--- src/rtl/fpga_inference_scheduler_if.sv ---
// Request/result bus between the feature channels, the scheduler and the order path.
interface fpga_inference_scheduler_if #(
    parameter int unsigned NUM_CH = 4,
    parameter int unsigned CH_W   = 2
);
    logic [NUM_CH-1:0]    req_valid;
    logic [NUM_CH-1:0]    req_ready;
    logic [NUM_CH*16-1:0] req_imbalance;
    logic [NUM_CH*8-1:0]  req_intensity;
    logic                 out_valid;
    logic                 out_ready;
    logic [CH_W-1:0]      out_channel;
    logic                 out_prediction;
    logic                 out_suppressed;

    // Scheduler side
    modport slave (
        input  req_valid, req_imbalance, req_intensity, out_ready,
        output req_ready, out_valid, out_channel, out_prediction, out_suppressed
    );

    // Channel/order-path side
    modport master (
        output req_valid, req_imbalance, req_intensity, out_ready,
        input  req_ready, out_valid, out_channel, out_prediction, out_suppressed
    );
endinterface

--- src/rtl/fpga_inference_scheduler.sv ---
// Round-robin scheduler sharing one combinational inference engine among
// NUM_CH feature channels, with a one-entry valid/ready result slot.
// Optional feature macro: QARB_SIGNAL_COOLDOWN_EN (per-channel UP cooldown).
module fpga_inference_scheduler #(
    parameter int unsigned NUM_CH     = 4,
    parameter int unsigned CH_W       = 2,
    parameter int unsigned COOLDOWN   = 16,
    parameter int unsigned COOLDOWN_W = 8
) (
    input  logic                          clk,
    input  logic                          rst_n,
    input  logic                          sched_en,
    fpga_inference_scheduler_if.slave     bus,
    output logic [15:0]                   eng_book_imbalance,
    output logic [7:0]                    eng_trade_intensity,
    input  logic                          eng_prediction,
    output logic [15:0]                   up_count
);

    localparam int unsigned IDX_W = CH_W + 1;

    typedef enum logic {
        S_EMPTY = 1'b0,
        S_FULL  = 1'b1
    } slot_state_t;

    slot_state_t       state;
    logic [CH_W-1:0]   rr_ptr;
    logic [CH_W-1:0]   grant;
    logic              found;
    logic [IDX_W-1:0]  idx;
    logic              slot_free;
    logic              accept;
    logic [NUM_CH-1:0] cd_active;
    logic              fin_pred;
    logic              blocked;
    logic [CH_W-1:0]   out_channel_q;
    logic              out_prediction_q;
    logic              out_suppressed_q;

    // First requesting channel at or after rr_ptr, wrapping at NUM_CH
    always_comb begin
        grant = '0;
        found = 1'b0;
        idx   = '0;
        for (int k = 0; k < NUM_CH; k++) begin
            idx = IDX_W'(rr_ptr) + IDX_W'(k);
            if (idx >= IDX_W'(NUM_CH)) begin
                idx = idx - IDX_W'(NUM_CH);
            end
            if (!found && bus.req_valid[idx[CH_W-1:0]]) begin
                found = 1'b1;
                grant = idx[CH_W-1:0];
            end
        end
    end

    assign slot_free = (state == S_EMPTY) || bus.out_ready;
    assign accept    = sched_en && found && slot_free;

    // One-hot ready for the granted channel on its accept cycle
    always_comb begin
        bus.req_ready = '0;
        if (accept) begin
            bus.req_ready[grant] = 1'b1;
        end
    end

    // Present the granted channel's features to the engine, zero otherwise
    always_comb begin
        eng_book_imbalance  = '0;
        eng_trade_intensity = '0;
        if (accept) begin
            eng_book_imbalance  = bus.req_imbalance[{grant, 4'b0000} +: 16];
            eng_trade_intensity = bus.req_intensity[{grant, 3'b000} +: 8];
        end
    end

    assign fin_pred = eng_prediction && !cd_active[grant];
    assign blocked  = eng_prediction && cd_active[grant];

`ifdef QARB_SIGNAL_COOLDOWN_EN
    logic [COOLDOWN_W-1:0] cd_cnt [NUM_CH];

    // Per-channel cooldown: reload on emitted UP, otherwise count down to zero
    always_ff @(posedge clk or negedge rst_n) begin
        if (!rst_n) begin
            for (int i = 0; i < NUM_CH; i++) begin
                cd_cnt[i] <= '0;
            end
        end else begin
            for (int i = 0; i < NUM_CH; i++) begin
                if (accept && (grant == CH_W'(i)) && fin_pred) begin
                    cd_cnt[i] <= COOLDOWN_W'(COOLDOWN);
                end else if (cd_cnt[i] != '0) begin
                    cd_cnt[i] <= cd_cnt[i] - COOLDOWN_W'(1);
                end
            end
        end
    end

    // Channel is inside its suppression window
    always_comb begin
        cd_active = '0;
        for (int i = 0; i < NUM_CH; i++) begin
            cd_active[i] = (cd_cnt[i] != '0);
        end
    end
`else
    logic unused_cfg;

    assign cd_active  = '0;
    assign unused_cfg = ^(8'(COOLDOWN) ^ 8'(COOLDOWN_W));
`endif

    // Output-slot FSM, round-robin pointer, result capture and UP counter
    always_ff @(posedge clk or negedge rst_n) begin
        if (!rst_n) begin
            state            <= S_EMPTY;
            rr_ptr           <= '0;
            out_channel_q    <= '0;
            out_prediction_q <= 1'b0;
            out_suppressed_q <= 1'b0;
            up_count         <= '0;
        end else begin
            if (accept) begin
                rr_ptr           <= (grant == CH_W'(NUM_CH - 1)) ? '0 : grant + CH_W'(1);
                out_channel_q    <= grant;
                out_prediction_q <= fin_pred;
                out_suppressed_q <= blocked;
                if (fin_pred && (up_count != 16'hFFFF)) begin
                    up_count <= up_count + 16'd1;
                end
            end
            case (state)
                S_EMPTY: if (accept) state <= S_FULL;
                S_FULL:  if (!accept && bus.out_ready) state <= S_EMPTY;
                default: state <= S_EMPTY;
            endcase
        end
    end

    assign bus.out_valid      = (state == S_FULL);
    assign bus.out_channel    = out_channel_q;
    assign bus.out_prediction = out_prediction_q;
    assign bus.out_suppressed = out_suppressed_q;

endmodule

--- src/flat_wrapper.sv ---
// flat-port wrapper written by rule: the top's interface ports become plain ports
module fpga_inference_scheduler_flat 
#(
    parameter int unsigned NUM_CH     = 4,
    parameter int unsigned CH_W       = 2,
    parameter int unsigned COOLDOWN   = 16,
    parameter int unsigned COOLDOWN_W = 8
)
  (clk, rst_n, sched_en, eng_book_imbalance, eng_trade_intensity, eng_prediction, up_count, bus_req_valid, bus_req_imbalance, bus_req_intensity, bus_out_ready, bus_req_ready, bus_out_valid, bus_out_channel, bus_out_prediction, bus_out_suppressed);
  fpga_inference_scheduler_if #(.NUM_CH(NUM_CH), .CH_W(CH_W)) bus_i ();
  input  logic clk;
  input  logic rst_n;
  input  logic sched_en;
  output logic [15:0] eng_book_imbalance;
  output logic [7:0] eng_trade_intensity;
  input  logic eng_prediction;
  output logic [15:0] up_count;
  input wire logic [$bits(bus_i.req_valid)-1:0] bus_req_valid;
  input wire logic [$bits(bus_i.req_imbalance)-1:0] bus_req_imbalance;
  input wire logic [$bits(bus_i.req_intensity)-1:0] bus_req_intensity;
  input wire logic [$bits(bus_i.out_ready)-1:0] bus_out_ready;
  output wire logic [$bits(bus_i.req_ready)-1:0] bus_req_ready;
  output wire logic [$bits(bus_i.out_valid)-1:0] bus_out_valid;
  output wire logic [$bits(bus_i.out_channel)-1:0] bus_out_channel;
  output wire logic [$bits(bus_i.out_prediction)-1:0] bus_out_prediction;
  output wire logic [$bits(bus_i.out_suppressed)-1:0] bus_out_suppressed;
  assign bus_i.req_valid = bus_req_valid;
  assign bus_i.req_imbalance = bus_req_imbalance;
  assign bus_i.req_intensity = bus_req_intensity;
  assign bus_i.out_ready = bus_out_ready;
  assign bus_req_ready = bus_i.req_ready;
  assign bus_out_valid = bus_i.out_valid;
  assign bus_out_channel = bus_i.out_channel;
  assign bus_out_prediction = bus_i.out_prediction;
  assign bus_out_suppressed = bus_i.out_suppressed;
  fpga_inference_scheduler #(.NUM_CH(NUM_CH), .CH_W(CH_W), .COOLDOWN(COOLDOWN), .COOLDOWN_W(COOLDOWN_W)) u_core (.clk(clk), .rst_n(rst_n), .sched_en(sched_en), .bus(bus_i), .eng_book_imbalance(eng_book_imbalance), .eng_trade_intensity(eng_trade_intensity), .eng_prediction(eng_prediction), .up_count(up_count));
endmodule
--- config.mk ---
export PLATFORM = sky130hd
export DESIGN_NAME = fpga_inference_scheduler_flat
export DESIGN_NICKNAME = d
export VERILOG_FILES = /design/src/rtl/fpga_inference_scheduler_if.sv /design/src/rtl/fpga_inference_scheduler.sv /design/src/flat_wrapper.sv
export SDC_FILE = /design/constraint.sdc
export NUM_CORES = 1
export LEC_CHECK = 0
export ABC_AREA = 0
export BUFFER_PORTS_ARGS = -buffer_cell sky130_fd_sc_hd__buf_2
export CORE_ASPECT_RATIO = 1.4
export CORE_MARGIN = 5
export CORE_UTILIZATION = 39
export DETAILED_ROUTE_END_ITERATION = 10
export GPL_ROUTABILITY_DRIVEN = 0
export HOLD_SLACK_MARGIN = 0.05
export PLACE_DENSITY_LB_ADDON = 0.2
export REMOVE_ABC_BUFFERS = 1
export SLEW_MARGIN = 10
export SYNTH_ARGS = -nofsm -noshare
export SYNTH_HDL_FRONTEND = slang
export SYNTH_SLANG_ARGS = --single-unit
export TNS_END_PERCENT = 10
--- constraint.sdc ---
create_clock -name clk -period 2.3 [get_ports clk]
set_clock_uncertainty 0.2 [all_clocks]
set_input_delay 0.345 -clock clk [delete_from_list [all_inputs] [get_ports clk]]
set_output_delay 0.345 -clock clk [all_outputs]
set_load 0.05 [all_outputs]
# Word level (Yosys, flattened, before mapping)
# Cells that the tools add are included.
# classes
n_addsub,9
multipliers,0
div,0
magnitude_cmp,10
n_eq_ne,2
n_shift,2
muxes,31
bitwise_logic,1
reduce_logical,17
# op_table
operator,n
indexed part select 64 x 7 -> 16 bit,1
indexed part select 32 x 6 -> 8 bit,1
2-to-1 mux 2 bit,9
adder 16 x 1 -> 16 bit (second input constant),1
2-to-1 mux 16 bit,1
!= test 16 bit (second input constant),1
< comparator 2 x 3 -> 1 bit (second input constant),5
2-to-1 mux 1 bit,12
binary-select mux 1 bit (select 2 bit),5
logical AND 1 bit,10
greater-or-equal comparator 3 bit (second input constant),3
2-to-1 mux 8 bit,1
subtractor 2 x 1 -> 2 bit (second input constant),4
adder 2 x 2 -> 3 bit (second input constant),2
zero test 1 bit,5
2-to-1 mux 4 bit,1
adder 2 x 1 -> 3 bit (second input constant),1
greater-or-equal comparator 2 x 3 -> 1 bit (second input constant),1
adder 2 x 1 -> 2 bit (second input constant),1
demux 1 bit (select 2 bit),1
equality test 2 bit (second input constant),1
greater-or-equal comparator 2 x 1 -> 1 bit (second input constant),1
case mux 1 bit (2 select lines),1
AND reduction 2 bit,1
2 further kinds,2
# word_totals
regBits,23
latch_bits,0
ramBits,0
romBits,0
input_bits,105
out_inout_bits,49
word_cells,78
memories,0

# Longest topological paths before layout
# Gate-level depths: netlist of run 1.
# logic_depth
word_depth,20
depth_mapped,8
mapped_depth_nobuf,6

# Worst setup path after synthesis of run 1
# No wires, ideal clock.
# synth_timing
kind,reg-to-output
from,register u_core.state (netlist: u_core.bus.out_valid)
to,output port eng_book_imbalance[10]
arrival_ps,2294
required_time_ps,1755
slack_ps,-539
path_stages_with_launch,7
path_buffers,2
path_cell_list,dfrtp_1 nand2b_1 nor2b_1 clkbuf_1 nand2_1 clkbuf_1 o22ai_1
# synth_between
elab_chain_cells,4
# synth_rtl
item,line_no,source
"start, declared",fpga_inference_scheduler.sv:27,slot_state_t state;
"start signal, assigned",fpga_inference_scheduler.sv:119,state <= S_EMPTY;
"start signal, assigned",fpga_inference_scheduler.sv:136,S_EMPTY: if (accept) state <= S_FULL;
"start signal, assigned",fpga_inference_scheduler.sv:137,S_FULL: if (!accept && bus.out_ready) state <= S_EMPTY;
inverter 1 bit,fpga_inference_scheduler.sv:58,assign slot_free = (state == S_EMPTY) || bus.out_ready;
logical OR 1 bit,fpga_inference_scheduler.sv:58,
logical AND 1 bit,fpga_inference_scheduler.sv:59,assign accept = sched_en && found && slot_free;
2-to-1 mux 16 bit,fpga_inference_scheduler.sv:73,if (accept) begin
"end, declared",flat_wrapper.sv:14,output logic [15:0] eng_book_imbalance;
# Every way passes these cells.

# Final worst setup path of run 1
# layout_timing
from,register u_core.rr_ptr[1]
to,output port eng_book_imbalance[10]
# layout_between
elab_chain_cells,17
word_cells_on_any_way,41
classes_between,add/sub (7); order compare (4); shift (1); mux (21); reduce/logical (8)
# layout_rtl
item,line_no,source
"start, declared",fpga_inference_scheduler.sv:28,logic [CH_W-1:0] rr_ptr;
"start signal, assigned",fpga_inference_scheduler.sv:127,rr_ptr <= (grant == CH_W'(NUM_CH - 1)) ? '0 : grant + CH_W'(1);
branches (longest 16 deep; another with adder 2 x 1 -> 3 bit),-,
2-to-1 mux 16 bit *,fpga_inference_scheduler.sv:73,
# Mark *: on every way between the ends. The select of a mux whose other input is x is not followed.

==> impl_metrics.tcl, run 1 <==
set metrics [dict create \
    drc 0 \
    cts.sinks 22 \
    final_max_slew_viol_count 0 \
    clock_path_buffers 2 \
    post_synth.cell_area_avg_sq_um 9.368 \
    post-route-min-period_ns 2.599 \
    dp.final_hpwl_um 5552 \
    timing.critical_path.slowest_cell_delay_ns 0.43 \
    number_of_global_route_vias_before_repair 2241 \
    crit-reg2reg-capture "u_core.up_count[14]" \
    worstHoldPathCells 3 \
    worstPathCellList "a21o_1 -> a21oi_2 -> o22a_2 -> buf_6 -> buf_12 -> mux2i_4 -> o22ai_1 -> buf_4" \
    worstPathMaxFanout 7 \
    regToRegSetupSlack_ns 0.17 \
    yosys.area.top_type "sky130_fd_sc_hd__dfrtp_1" \
    dr.first_iter.drc_count 69 \
    route.antenna.remaining_nets 0 \
    rsz0062_at_grt "yes" \
    antenna_cells 0 \
    gr-max-usage-layer "met2" \
    synthCells 195 \
    antenna_found_initial 1 \
    critPathLaunchType "flip-flop" \
    hp-class "in2reg" \
    final_area_sq_um 3126 \
    path_class "reg2out" \
    yosys_register_bits 22 \
    yosysSeqAreaShare 0.3014 \
    cp_capture_type "output pin" \
    asyncSetResetFlopFracSynth 1.000 \
    setup_total_neg_slack_ns -6.905 \
    worst_vdd_rail_ir_drop_v 0.0005082 \
    layout-drive-gt1-share 0.5596 \
    outcome "complete, but fails checks" \
    detailedPlace.worstSlack_ns -0.1576 \
    worst_setup_hold_path_clk_slew_ns 0.07 \
    ys.warnings.count 0 \
    minimum_setup_slack_in_the_final_design_ns -0.2991 \
    violations "negative setup slack" \
    final-hold-violation-count 0 \
    grt_use_met1 0.2160 \
    num_rows 29 \
    drt_first_pass_iters 4 \
    io_buffer_count 152 \
    fin_nets 472 \
    worst_hold_slack_ns 0.1623 \
    post-synth-top-area-fraction 0.3014 \
    synth.cell_area_sq_um 1827 \
    synthFlopType "sky130_fd_sc_hd__dfrtp_1" \
    clk-insertion-delay-late_ns 0.26 \
    groute.layer.met3.usage 0.06790 \
    die_width_um 67.84 \
    power.density_nw_per_um2 894.9 \
    synth_area_leaders "sky130_fd_sc_hd__dfrtp_1, sky130_fd_sc_hd__mux2i_1, sky130_fd_sc_hd__o22ai_1" \
    post_synth_num_cell_types 33 \
    grt_overflow 0 \
    power.static_leakage_nw 1.669 \
    timing.reg2reg.worst_path_depth 6 \
    cp.required_ns 1.75 \
    pin_count 154 \
    critical_path.slowest_cell "sky130_fd_sc_hd__dfrtp_1" \
    report.final.setup_viol 28 \
    vias 2155 \
    grt_first_pass_wirelength_um 10580 \
    grtUsageMet2 0.4175 \
    cap_viol_max_count 0 \
    finalWirelength_um 6977 \
    tritoncts "yes" \
    area_growth_syn_to_layout_pct 71.10 \
    hold_start "bus_out_ready" \
    clock-root-buffer "sky130_fd_sc_hd__clkbuf_8" \
    r2r_start "u_core.up_count[0]" \
    global_route.usage.total 0.2182 \
    fmax_mhz 384.7 \
    vias_per_cell 5.095 \
    cp_data_arrival_time_ns 2.05 \
    avgRoutedWirePerCell_um 16.49 \
    timing.max_slew.rel_slack 0.6455 \
    h-tree-depth 1 \
    number_of_flops_mapped_to_enable_cells_by_yosys 0 \
    initial_standard_cell_utilization_of_the_core 0.4028 \
    grt_max_degree 23 \
    numCtsBuffers 3 \
    holdPathEnd "u_core.bus.out_valid" \
    die_area_sq_um 6172 \
    tightestPinTransition_ns 0.5270 \
    critical_path_buf_inv_count 3 \
    stages_on_the_worst_setup_path 8 \
    timing.critical_path.max_delay_family "compound AO/OA/AOI/OAI gates" \
    coreArea_sq_um 4536 \
    die-height_um 90.98 \
    dpl-instance-area_sq_um 2781 \
    final_period_utilization 1.130 \
]
worst min-delay path: cells and delay by family:
family | cells | cell delay, ns
and+or+nand+nor | 2 | 0.18
buffers and inverters | 1 | 0.07
cell usage after synthesis (all sizes together) (4+ instances only):
master / count
ha: 5
buf: 6
nand2: 11
dfrtp: 22
clkbuf: 8
inv: 8
and2: 4
nand4: 9
xor2: 4
mux2i: 48
xnor2: 11
nor2: 7
o22ai: 25
kinds of logic after synthesis:
kind of cell	share of synthesized area
adder cells (fa/ha/maj)	0.03425
XOR/XNOR	0.07191
multiplexers	0.2815
flip-flops	0.3014
buffers and inverters	0.05069
AND/OR/NAND/NOR	0.1397
AO/OA/AOI/OAI	0.1185
other	0.002053
where the power goes:
part	total [mW]	internal [mW]	leakage (nW)	switching [mW]
Sequential	0.538	0.460	0.284	0.0786
Clock	0.356	0.233	0.0357	0.123
Combinational	1.90	0.794	1.35	1.11
placed cells by master, fill, tap and decap left out, types with 2 or more instances in the layout:
| master | Yosys | final |
|---|---|---|
| sky130_fd_sc_hd__nand2b_1 | 3 | 2 |
| sky130_fd_sc_hd__clkbuf_8 | 0 | 3 |
| sky130_fd_sc_hd__mux2i_1 | 48 | 41 |
| sky130_fd_sc_hd__o22ai_2 | 0 | 2 |
| sky130_fd_sc_hd__mux2i_4 | 0 | 2 |
| sky130_fd_sc_hd__nand4_1 | 9 | 9 |
| sky130_fd_sc_hd__buf_4 | 1 | 37 |
| sky130_fd_sc_hd__inv_1 | 8 | 6 |
| sky130_fd_sc_hd__nor2b_1 | 2 | 2 |
| sky130_fd_sc_hd__buf_12 | 0 | 3 |
| sky130_fd_sc_hd__xnor2_1 | 11 | 11 |
| sky130_fd_sc_hd__ha_1 | 5 | 5 |
| sky130_fd_sc_hd__xor2_1 | 4 | 4 |
| sky130_fd_sc_hd__o22ai_1 | 25 | 23 |
| sky130_fd_sc_hd__buf_6 | 0 | 8 |
| sky130_fd_sc_hd__dfrtp_1 | 22 | 22 |
| sky130_fd_sc_hd__buf_2 | 5 | 124 |
| sky130_fd_sc_hd__and2_1 | 4 | 2 |
| sky130_fd_sc_hd__o21ai_0 | 2 | 2 |
| sky130_fd_sc_hd__clkbuf_16 | 0 | 2 |
| sky130_fd_sc_hd__nand3_1 | 3 | 3 |
| sky130_fd_sc_hd__nand2_1 | 11 | 10 |
| sky130_fd_sc_hd__nor2_1 | 7 | 7 |
| sky130_fd_sc_hd__mux2i_2 | 0 | 5 |
| sky130_fd_sc_hd__mux2_2 | 2 | 2 |
| sky130_fd_sc_hd__inv_2 | 0 | 2 |
| sky130_fd_sc_hd__and2_4 | 0 | 2 |
worst max-delay path by stage:
stage	startpoint	endpoint	slack, ns
3_3_place_gp	bus_req_valid[1]	eng_book_imbalance[7]	-0.14
6_report	u_core.rr_ptr[1]	eng_book_imbalance[10]	-0.30
5_1_grt	u_core.rr_ptr[1]	eng_book_imbalance[1]	-0.38
2_1_floorplan	u_core.rr_ptr[1]	eng_book_imbalance[0]	-1.65
4_1_cts	u_core.rr_ptr[1]	eng_trade_intensity[3]	-0.31
3_5_place_dp	bus_req_valid[1]	eng_book_imbalance[7]	-0.16
registers in the layout (all words and copies together), names as in the netlist:
name / flops
u_core.up_count: 16
u_core.bus.out_channel: 2
u_core.bus.out_valid: 1
u_core.rr_ptr: 2
u_core.bus.out_prediction: 1
cell type report:
cell class	instances	area, sq um
clock inverters	1	30.03
multi-input cells	151	1260
clock buffers	3	41.29
well taps	62	77.57
inverters	8	30.03
repair buffers	176	1136
flip-flops and latches	22	550.5
fillers	361	1410
timing repair:
| action | CTS | global route |
|---|---|---|
| gates resized for setup | 39 | 17 |
| endpoints found under the hold margin | 22 | 0 |
| gates cloned | 1 | 2 |
| setup buffers | 1 | 3 |
| pin swaps | 4 | 8 |
| setup endpoints to repair | 28 | 28 |
| hold buffers | 1 | 0 |
metal layers:
layer / vias to the layer above / routed length [um]
li1: 1049 / -
met1: 990 / 2446
met2: 101 / 3740
met3: 13 / 661
met4: 2 / 114
met5: - / 13
stage by stage:
stage	std cells	power, mW	utilization
after floorplan	181	1.694	-
after global placement	412	2.155	0.6132
after detailed placement	412	2.172	0.6132
after CTS	419	2.682	0.6629
after global routing	423	2.925	0.6891
final	423	2.797	0.6891
(Power assumes the default switching activity.)
==> inputs of run 2 (changes only) <==
--- a/config.mk
+++ b/config.mk
@@ -13,7 +13,7 @@
 export DETAILED_ROUTE_END_ITERATION = 10
 export GPL_ROUTABILITY_DRIVEN = 0
 export HOLD_SLACK_MARGIN = 0.05
-export PLACE_DENSITY_LB_ADDON = 0.2
+export PLACE_DENSITY = 0.81
 export REMOVE_ABC_BUFFERS = 1
 export SLEW_MARGIN = 10
 export SYNTH_ARGS = -nofsm -noshare
==> run 2 against run 1 <==
Effect of this change:
- setup slack improved by 0.045 ns
- register-to-register slack improved by 0.02 ns
- the run still ends with negative setup slack left
- non-clock buffer count shrank 4
- total power increased by 4.2%
- final cell count decreased by 0.95%
- design area grew 4.0%
- flip-flop and latch count unchanged
- critical path depth down 1
- largest cell class unchanged
==> impl_metrics.tcl, run 2 (synthesis gave the netlist of run 1 again) <==
set metrics [dict create \
    outcome "complete, but fails checks" \
    violations "negative setup slack" \
    critPathLaunchType "flip-flop" \
    grt_overflow 0 \
    nFillCells 316 \
    report.final.setup_viol 28 \
    multiInputGateArea_sq_um 1333 \
    final_period_utilization 1.110 \
    switching_share 0.4660 \
    power.switching_mw 1.358 \
    die_width_um 67.84 \
    detailedPlace.worstSlack_ns -0.1094 \
    route.antenna.remaining_nets 0 \
    clock_path_buffers 2 \
    worst_vdd_rail_ir_drop_v 0.0004836 \
    number_of_global_route_vias_before_repair 2240 \
    vias 2172 \
    vias_per_cell 5.184 \
    cp_capture_type "output pin" \
    clkPwrFrac 0.122 \
    timing.critical_path.max_delay_family "compound AO/OA/AOI/OAI gates" \
    cp.required_ns 1.75 \
    fin_nets 468 \
    worstPathMaxFanout 8 \
    r2r_start "u_core.bus.out_valid" \
    cap_viol_max_count 0 \
    timing.critical_path.slowest_cell_delay_ns 0.41 \
    stages_on_the_worst_setup_path 7 \
    clk-insertion-delay-late_ns 0.26 \
    final-hold-violation-count 0 \
    coreArea_sq_um 4536 \
    cts.sinks 22 \
    avgRoutedWirePerCell_um 16.93 \
    cp_data_arrival_time_ns 2.01 \
    worst_setup_hold_path_clk_slew_ns 0.07 \
    drc 0 \
    worstHoldPathCells 3 \
    numCtsBuffers 3 \
    combinationalPowerShare 0.693 \
    initial_standard_cell_utilization_of_the_core 0.4028 \
    critical_path_buf_inv_count 2 \
    critical_path.slowest_cell "sky130_fd_sc_hd__dfrtp_1" \
    num_rows 29 \
    antenna_cells 0 \
    regArea_sq_um 550.5 \
    final_common_cell "sky130_fd_sc_hd__buf_2" \
    final_max_slew_viol_count 0 \
    crit-reg2reg-capture "u_core.up_count[14]" \
    timing.reg2reg.worst_path_depth 5 \
    io_buffer_count 152 \
    die_area_sq_um 6172 \
    dr.first_iter.drc_count 116 \
    die-height_um 90.98 \
    power.sequential.fraction 0.185 \
    internal_power_summed_over_all_cells_mw 1.556 \
    hp-class "in2reg" \
    minimum_setup_slack_in_the_final_design_ns -0.2538 \
    layout-drive-gt1-share 0.5798 \
    largest_register "u_core.up_count" \
    post-route-min-period_ns 2.554 \
    grt_max_degree 27 \
    power.density_nw_per_um2 895.9 \
    area_growth_syn_to_layout_pct 78.01 \
    holdPathEnd "u_core.bus.out_valid" \
    pin_count 154 \
    path_class "reg2out" \
    drt_first_pass_iters 4 \
    worstPathCellList "a21o_1 -> a21oi_2 -> o22a_4 -> buf_16 -> mux2i_1 -> o22ai_2 -> buf_4" \
    power.static_leakage_nw 1.695 \
    finalWirelength_um 7094 \
    largest_register_ff_count 16 \
    h-tree-depth 1 \
    global_route.usage.total 0.2158 \
    grt_first_pass_wirelength_um 10580 \
    post-layout-total-power_mw 2.913 \
    fmax_mhz 391.6 \
    most-common-layout-cells "sky130_fd_sc_hd__buf_2, sky130_fd_sc_hd__mux2i_1, sky130_fd_sc_hd__buf_4" \
    tritoncts "yes" \
    regToRegSetupSlack_ns 0.19 \
    dp.final_hpwl_um 5227 \
    antenna_found_initial 0 \
    rsz0062_at_grt "yes" \
    hold_start "bus_out_ready" \
    clock-root-buffer "sky130_fd_sc_hd__clkbuf_8" \
]
[run 2: cell types whose count changed in the layout (fill, tap and decap cells not counted), sizes merged]
cell / before / now
buf: 173 / 169
[run 2: how the worst max path moves through the flow]
stage                             end        startpoint
6_report       eng_trade_intensity[2]  u_core.rr_ptr[1]
5_1_grt        eng_book_imbalance[15]  u_core.rr_ptr[1]
4_1_cts        eng_trade_intensity[3]  u_core.rr_ptr[0]
3_5_place_dp         bus_req_ready[1]  bus_req_valid[0]
3_3_place_gp         bus_req_ready[1]  bus_req_valid[0]
2_1_floorplan   eng_book_imbalance[0]  u_core.rr_ptr[1]
[run 2: worst register-to-register path, cell delays in order, from the launching register on]
cell and delay [ns]:
sky130_fd_sc_hd__dfrtp_1 0.38, sky130_fd_sc_hd__nand2b_1 0.11, sky130_fd_sc_hd__or3b_4 0.41, sky130_fd_sc_hd__or4b_4 0.57, sky130_fd_sc_hd__nor3_2 0.21, sky130_fd_sc_hd__xor2_1 0.16
[run 2: power groups by stage]
stage | clock network (mW) | logic [mW] | registers [mW]
after floorplan | 0 | 0.954 | 0.740
after global placement | 0 | 1.66 | 0.540
after detailed placement | 0 | 1.68 | 0.544
after CTS | 0.362 | 1.91 | 0.536
after global routing | 0.375 | 2.11 | 0.552
final | 0.356 | 2.02 | 0.538
[run 2: metrics by stage]
stage	util	instances	hold slack [ns]	cell area (sq um)	TNS, ns
CTS	0.6921	418	0.1765	3139	-5.155
global route	0.7170	419	0.2046	3252	-8.068
detailed placement	0.6265	410	0.1301	2841	-0.9568
global placement	0.6265	410	0.1228	2841	-0.3276
floorplan	-	181	-0.1506	1764	-46.86
finish	0.7170	419	0.1749	3252	-5.963
[run 2: final cells by class]
| class | instances | area share |
|---|---|---|
| Tap cell | 62 | 0.02386 |
| Inverter | 8 | 0.009234 |
| Sequential cell | 22 | 0.1693 |
| Clock inverter | 1 | 0.009234 |
| Timing Repair Buffer | 172 | 0.3659 |
| Multi-Input combinational cell | 151 | 0.4098 |
| Clock buffer | 3 | 0.01270 |
[run 2: timing repair]
item / CTS / global route
buffers inserted: 1 / 0
gates cloned: 2 / 2
gates resized for setup: 42 / 19
hold buffers: 1 / 0
endpoints found under the setup margin: 28 / 28
pin swaps: 7 / 10
endpoints found under the hold margin: 22 / 0
[run 2: routing by layer]
| metal | vias up | part of all wire | track usage |
|---|---|---|---|
| li1 | 1041 | - | - |
| met1 | 996 | 0.38 | 0.2554 |
| met2 | 121 | 0.52 | 0.3810 |
| met3 | 14 | 0.088 | 0.04691 |
| met4 | 0 | 0.020 | 0.05970 |
| met5 | - | 0 | 0 |
